$ cat src/rtl/alu_arbiter_seq.sv
// alu_arbiter_seq
//   Sequences a shared combinational ALU between two requesters. A request
//   (op, a, b) is accepted over valid/ready, registered onto the ALU inputs,
//   held for SETTLE_CYCLES, and the ALU result is captured and returned with
//   the winning requester's id over a valid/ready response channel.
//
// Ports
//   clk, rst                 clock, asynchronous active-high reset
//   reqN_valid/ready         request handshake for requester N (0/1)
//   reqN_op/a/b              requester N opcode and operands (DW bits)
//   alu_a/alu_b/alu_op       registered drive to the external ALU
//   alu_result               ALU output (RW bits)
//   rsp_valid/ready          response handshake
//   rsp_data/rsp_id          captured result and issuing requester
//   busy                     high whenever an operation is in flight
module alu_arbiter_seq #(
  parameter int unsigned DW            = 4,
  parameter int unsigned RW            = 8,
  parameter int unsigned SETTLE_CYCLES = 1   // legal range 1..15
) (
  input  logic          clk,
  input  logic          rst,
  input  logic          req0_valid,
  output logic          req0_ready,
  input  logic [DW-1:0] req0_op,
  input  logic [DW-1:0] req0_a,
  input  logic [DW-1:0] req0_b,
  input  logic          req1_valid,
  output logic          req1_ready,
  input  logic [DW-1:0] req1_op,
  input  logic [DW-1:0] req1_a,
  input  logic [DW-1:0] req1_b,
  output logic [DW-1:0] alu_a,
  output logic [DW-1:0] alu_b,
  output logic [DW-1:0] alu_op,
  input  logic [RW-1:0] alu_result,
  output logic          rsp_valid,
  input  logic          rsp_ready,
  output logic [RW-1:0] rsp_data,
  output logic          rsp_id,
  output logic          busy
);

  localparam logic [3:0] SETTLE_INIT = 4'(SETTLE_CYCLES);

  typedef enum logic [1:0] {
    IDLE,
    WAIT,
    RESP
  } state_t;

  state_t     r_state;
  state_t     w_state_nxt;
  logic [3:0] r_cnt;
  logic       r_id;
  logic       r_last;      // requester served most recently
  logic       w_any;
  logic       w_grant;
  logic       w_accept;

  // Grant: on a tie the requester that did not win last time is served;
  // a lone valid is served regardless of the pointer.
  always_comb begin
    w_any      = req0_valid | req1_valid;
    w_grant    = (req0_valid & req1_valid) ? ~r_last : req1_valid;
    w_accept   = (r_state == IDLE) & w_any;
    req0_ready = w_accept & req0_valid & ~w_grant;
    req1_ready = w_accept & req1_valid &  w_grant;
    busy       = (r_state != IDLE);
  end

  always_comb begin
    w_state_nxt = r_state;
    case (r_state)
      IDLE:    if (w_any)          w_state_nxt = WAIT;
      WAIT:    if (r_cnt == 4'd1)  w_state_nxt = RESP;
      RESP:    if (rsp_ready)      w_state_nxt = IDLE;
      default:                     w_state_nxt = IDLE;
    endcase
  end

  always_ff @(posedge clk or posedge rst) begin
    if (rst) r_state <= IDLE;
    else     r_state <= w_state_nxt;
  end

  // Reset pointer = 1 so requester 0 wins the first tie.
  always_ff @(posedge clk or posedge rst) begin
    if (rst) begin
      alu_a     <= '0;
      alu_b     <= '0;
      alu_op    <= '0;
      r_cnt     <= '0;
      r_id      <= 1'b0;
      r_last    <= 1'b1;
      rsp_valid <= 1'b0;
      rsp_data  <= '0;
      rsp_id    <= 1'b0;
    end else begin
      case (r_state)
        IDLE: begin
          if (w_accept) begin
            alu_a  <= w_grant ? req1_a  : req0_a;
            alu_b  <= w_grant ? req1_b  : req0_b;
            alu_op <= w_grant ? req1_op : req0_op;
            r_id   <= w_grant;
            r_cnt  <= SETTLE_INIT;
          end
        end
        WAIT: begin
          r_cnt <= r_cnt - 4'd1;
          if (r_cnt == 4'd1) begin
            rsp_data  <= alu_result;
            rsp_id    <= r_id;
            rsp_valid <= 1'b1;
          end
        end
        RESP: begin
          if (rsp_ready) begin
            rsp_valid <= 1'b0;
            r_last    <= r_id;
          end
        end
        default: ;
      endcase
    end
  end

endmodule

$ cat config.mk
export PLATFORM = sky130hd
export DESIGN_NAME = alu_arbiter_seq
export DESIGN_NICKNAME = d
export VERILOG_FILES = /design/src/rtl/alu_arbiter_seq.sv
export SDC_FILE = /design/constraint.sdc
export NUM_CORES = 1
export LEC_CHECK = 0
export CELL_PAD_IN_SITES_DETAIL_PLACEMENT = 0
export CELL_PAD_IN_SITES_GLOBAL_PLACEMENT = 1
export CORE_MARGIN = 5
export CORE_UTILIZATION = 51
export DETAILED_ROUTE_END_ITERATION = 12
export DONT_BUFFER_PORTS = 1
export GPL_TIMING_DRIVEN = 0
export PLACE_DENSITY = 0.84
export SYNTH_ARGS = -nofsm -noshare
export SYNTH_HDL_FRONTEND = slang
export SYNTH_SLANG_ARGS = --single-unit
$ cat constraint.sdc
create_clock -name clk -period 2.7 [get_ports clk]
set_clock_uncertainty 0.05 [all_clocks]
set_input_delay 0.405 -clock clk [delete_from_list [all_inputs] [get_ports clk]]
set_output_delay 0.405 -clock clk [all_outputs]
set_load 0.02 [all_outputs]
Yosys cells after proc, flatten, opt, wreduce, memory -nomap -nowiden
Index checks and enable logic that the tools add are counted.

Bits in registers: 30. Input port bits: 37. Output and inout port bits: 25. Logic and storage cells: 50.

$add $sub $neg: 1. Equal/unequal tests: 7. Mux-type cells: 13. Bitwise gates (word level): 9. Reduce and logical (&&, ||, !) cells: 10.

Operators with widths (count): two-way mux 4 bit (4); inequality test 2 bit, second input constant (4); one-hot mux 4 bit (2 select lines) (1); AND reduction 2 bit (4); bitwise AND 1 bit (6); two-way mux 2 bit (3); one-hot mux 2 bit (3 select lines) (1); AND reduction 3 bit (2); nonzero test 2 bit (3); equality test 4 x 1 -> 1 bit, second input constant (1); subtractor 4 x 1 -> 4 bit, second input constant (1); two-way mux 1 bit (3); equality test 2 x 1 -> 1 bit, second input constant (1); equality test 2 bit, second input constant (1); logical NOT 2 bit (1); NOT 1 bit (2); one-hot mux 1 bit (2 select lines) (1); bitwise OR 1 bit (1).

Longest topological paths before layout
Depth in word-level cells: 4. Depth in mapped cells: 6. Mapped depth without buffers: 5.

Least setup slack after synthesis
OpenSTA, ideal clock, no wires.

Path type: input port to output port. Start: input port req1_valid. End: output port req1_ready. Arrival: 1.122 ns. Data required time: 2.245 ns. Setup slack: 1.123 ns. Cell stages on the path: 3. Path buffers: 1. Path through: a21bo_2 buf_6 nor2_1.

Cells in the longest elaborated chain, start to end: 4. Elaborated cells between the ends (all ways): 6. Classes of those cells: mux: 1; bitwise: 5.

Ends and longest elaborated chain: start: declaration (RTL line 28) `input logic req1_valid,`; bitwise OR 1 bit (RTL line 64) `w_any = req0_valid | req1_valid;`; bitwise AND 1 bit (RTL line 66) `w_accept = (r_state == IDLE) & w_any;`; bitwise AND 1 bit (RTL line 68) `req1_ready = w_accept & req1_valid & w_grant;`; bitwise AND 1 bit (*) (RTL line 68); end: declaration (RTL line 29) `output logic req1_ready,`.

Mark *: on every way between the ends. The rest lies on a longest branch, timed or not.

Worst setup path in the final report
Start: register r_state[1]. End: output port req1_ready.

Cells in the longest elaborated chain, start to end: 4.

Ends and longest elaborated chain: start: declaration (RTL line 52) `state_t r_state;`; start signal: assignment (RTL line 84) `else r_state <= w_state_nxt;`; logical NOT 2 bit (RTL line 66); bitwise AND 1 bit (RTL line 66); bitwise AND 1 bit (2 in a row) (RTL line 68).

Every way passes these cells.

==> run summary <==
Along the worst path, the maximum fanout reaches 6. Walking the worst path, the cells encountered are nor2_1 -> inv_1 -> nor2_1. The reg-to-reg setup timing slack came out at 1030 ps. The horizontal die dimension was 62.5 microns; the final count of negative-setup-slack endpoints was 0. The per-cell via count in the routed design was 5.87; the final routed wire length divided by cell count was 18.6 microns. On the worst path, the slowest cell contributes a delay of 450 ps. The most critical setup path has its startpoint at r_state[1]. Post-layout utilization of the core: 0.561. The tools report the number of fill cells in the layout as 239. The detail route stage leaves a number of antenna-violating nets equal to 0. Worst max-slew margin expressed relative to the limit: 0.280. The tools report the number of hold buffers added after cts as 0. The initial antenna violation count is 0.

Counting every net in the synthesized netlist gives 141. The number of H-tree levels is 2. Grouping stages by cell kind, the critical path spends the most delay in simple AND/OR/NAND/NOR gates. The number of cell instances on the worst register-to-register path came out at 4.

In this run, CTS created clock tree buffers numbering 5. Post-route fraction of the period consumed by the critical path: 0.763. Counting every sink on the clock net gives 30.

The final critical path time including I/O delays and setup was 2060 ps. The area growth from synthesis to layout is 7.30%. The mapped netlist covers 1410 sq um. Setup repair after global routing left no endpoint under its margin. The overall die height is 62.5 microns. Input and output buffers added on the ports amount to 0.

For the number of buffers inserted to repair setup after CTS, the log shows 0. In this run the worst hold path is classified as primary input to flip-flop. The number of antenna diodes in the final layout is 0. The number of gates resized after CTS was 0.

The full die area was 3910 sq um; the starting density of the core was 0.523. Counting along the longest clock path gives a buffer depth of 2. For the DRC violation total after the first TritonRoute iteration, the log shows 13.

Registers take 752 sq um. With fillers left out, the area of the finished cells amounts to 1510 sq um. The multi-input combinational cells in the finished layout cover a total of 614 sq um. Pin placement for this block handled 62 I/O pins.

In this run the worst setup path terminates at req1_ready. IR analysis of the VDD net gives a maximum drop of 884 uV. For the worst setup path, the data required time is 2250 ps. In the synthesized netlist, the number of instances is 102. In the final timing run, aggregate negative setup slack is 0 ps. The buffer and inverter count on the worst path came out at 1. Yosys printed 0 warnings. The ratio of cells with drive above 1 in the final layout was 0.436; the first-pass detailed-route iteration total was 4.

TritonCTS built the clock tree. The sequential fraction of the synthesis area is 0.535, and the global route total overflow is 0. The final route contains 828 vias. For this run, the top clock speed supported by timing is 0.485 GHz. In this run the clock root is driven by a clkbuf_4. The logs give 0 for the count of endpoints failing hold in the final timing report and 959 for the number of global-route vias before repair. The static power due to leakage came out at 0.687 nW. The tools report the element type at the critical path end as an output port. The mean instance size in the synthesized netlist came out at 13.8 sq um. The worst register-to-register path ends at alu_op[2].

The area share of the leading cell type in the synthesized netlist is 0.516, and the count of different cell masters after synthesis is 27. The synthesized design contains 30 register bits. In this run the critical register-to-register path is launched from r_state[1]. Dividing total power by cell area gives a power density of 1280 nW/um^2.

The clock-pin slew of the registers on the worst-case setup and hold paths works out to 100 ps. Critical path depth: 3. At the worst endpoint, the arrival time is 1610 ps.

Post-synthesis cell type with the largest combined area: dfrtp_1. The net total in the final layout was 148. The total power consumption of the routed design was 1.93 mW; the placement-stage worst setup slack was 972 ps. Ranked by total cell area, the synthesized netlist is headed by dfrtp_1, mux2_2, mux2_4. The max-cap violation count was 0. The insertion delay of the later-clocked pin in the worst-skew pair is 320 ps, and the core outline area is 2690 sq um.

The first global-routing pass estimated 4680 microns of wire. The total count of max-transition violations in the final report is 0, and the number of core rows is 19. The congestion estimate from routability-driven global placement came to 0.765. The pin count of the biggest net entering global routing is 31, and the final worst-path setup slack is 640 ps. Summed over all nets, the half-perimeter wirelength after detailed placement is 2060 microns. The actual slew at the worst max-slew pin works out to 1080 ps.

The total detailed-routing wirelength is 2620 microns. The worst setup path is launched from a flip-flop. The number of remaining DRC errors was 0. Leaving out fill and tap cells, the most frequent cells in the layout are dfrtp_1, mux2_2, mux2_4, clkbuf_4. By startpoint and endpoint, the worst setup path is classified as flip-flop to output port. The flow ran to the end, and the final reports show no timing, DRC or antenna violations.

The run gives 0.151 as the overall routing resource usage. Leaving out fill and tap cells, the most frequent cell in the layout is dfrtp_1. Once placement finished, the instance area stood at 1440 sq um.

Among all stages on the critical path, the largest delay is contributed by dfrtp_1. The cell with the most instances on the worst path was nor2_1.
-- sequential cells by signal (all words and copies together), names as in the netlist, 2 cells and up --
register	count
rsp_data	8
alu_a	4
alu_b	4
alu_op	4
r_cnt	4
r_state	2
-- final cells by class --
class                      instances  area share
sequential                        30       0.499
multi-input combinational         65       0.407
clock buffer                       6      0.0340
tap                               31      0.0257
buffer                             3      0.0158
inverter                           4     0.00996
clock inverter                     2     0.00830
-- power breakdown --
group / internal (mW) / total [mW] / switching [mW]
clock network: 0.125 / 0.282 / 0.157
logic: 0.338 / 0.600 / 0.261
registers: 0.676 / 1.05 / 0.372
-- cell usage after synthesis (all sizes together) --
library cell   n
nor3b          1
o21ai          3
a31o           1
a21bo          1
o211ai         2
inv            4
dfrtp         29
buf            3
nand2          4
nor3           1
and3           1
and2           1
o211a          1
a21oi          1
nand3b         3
ha             2
mux2          34
a21o           1
nor2b          1
nand2b         2
xnor2          1
nor2           4
dfstp          1
-- worst min path at each step --
stage              start          to  slack [ps]  cells past startpoint
5_1_grt        rsp_ready  r_state[1]         100                      1
3_5_place_dp        r_id        r_id         440                      1
3_3_place_gp        r_id        r_id         440                      1
2_1_floorplan       r_id        r_id         410                      1
4_1_cts        rsp_ready  r_state[1]         110                      1
6_report       rsp_ready  r_state[1]         120                      1
-- routing by layer --
layer	global-route usage	vias up	routed length, microns
met5	0	-	0
met4	0.0557	0	28
met3	0.0863	4	243
met2	0.259	35	1410
met1	0.151	415	946
li1	-	374	-
-- per-stage QoR --
step | std cells | hold slack (ps)
finish | 141 | 120
global route | 141 | 97.3
floorplan | 102 | 414
CTS | 141 | 108
global placement | 133 | 436
detailed placement | 133 | 444
-- cell families after synthesis --
family                   count (synthesis)  synth area share
adder cells (fa/ha/maj)                  2            0.0178
AND/OR/NAND/NOR                         18            0.0686
buffers and inverters                    7            0.0276
flip-flops                              30             0.535
multiplexers                            34             0.294
AO/OA/AOI/OAI                           10            0.0508
XOR/XNOR                                 1           0.00623
(Power assumes the default switching activity.)
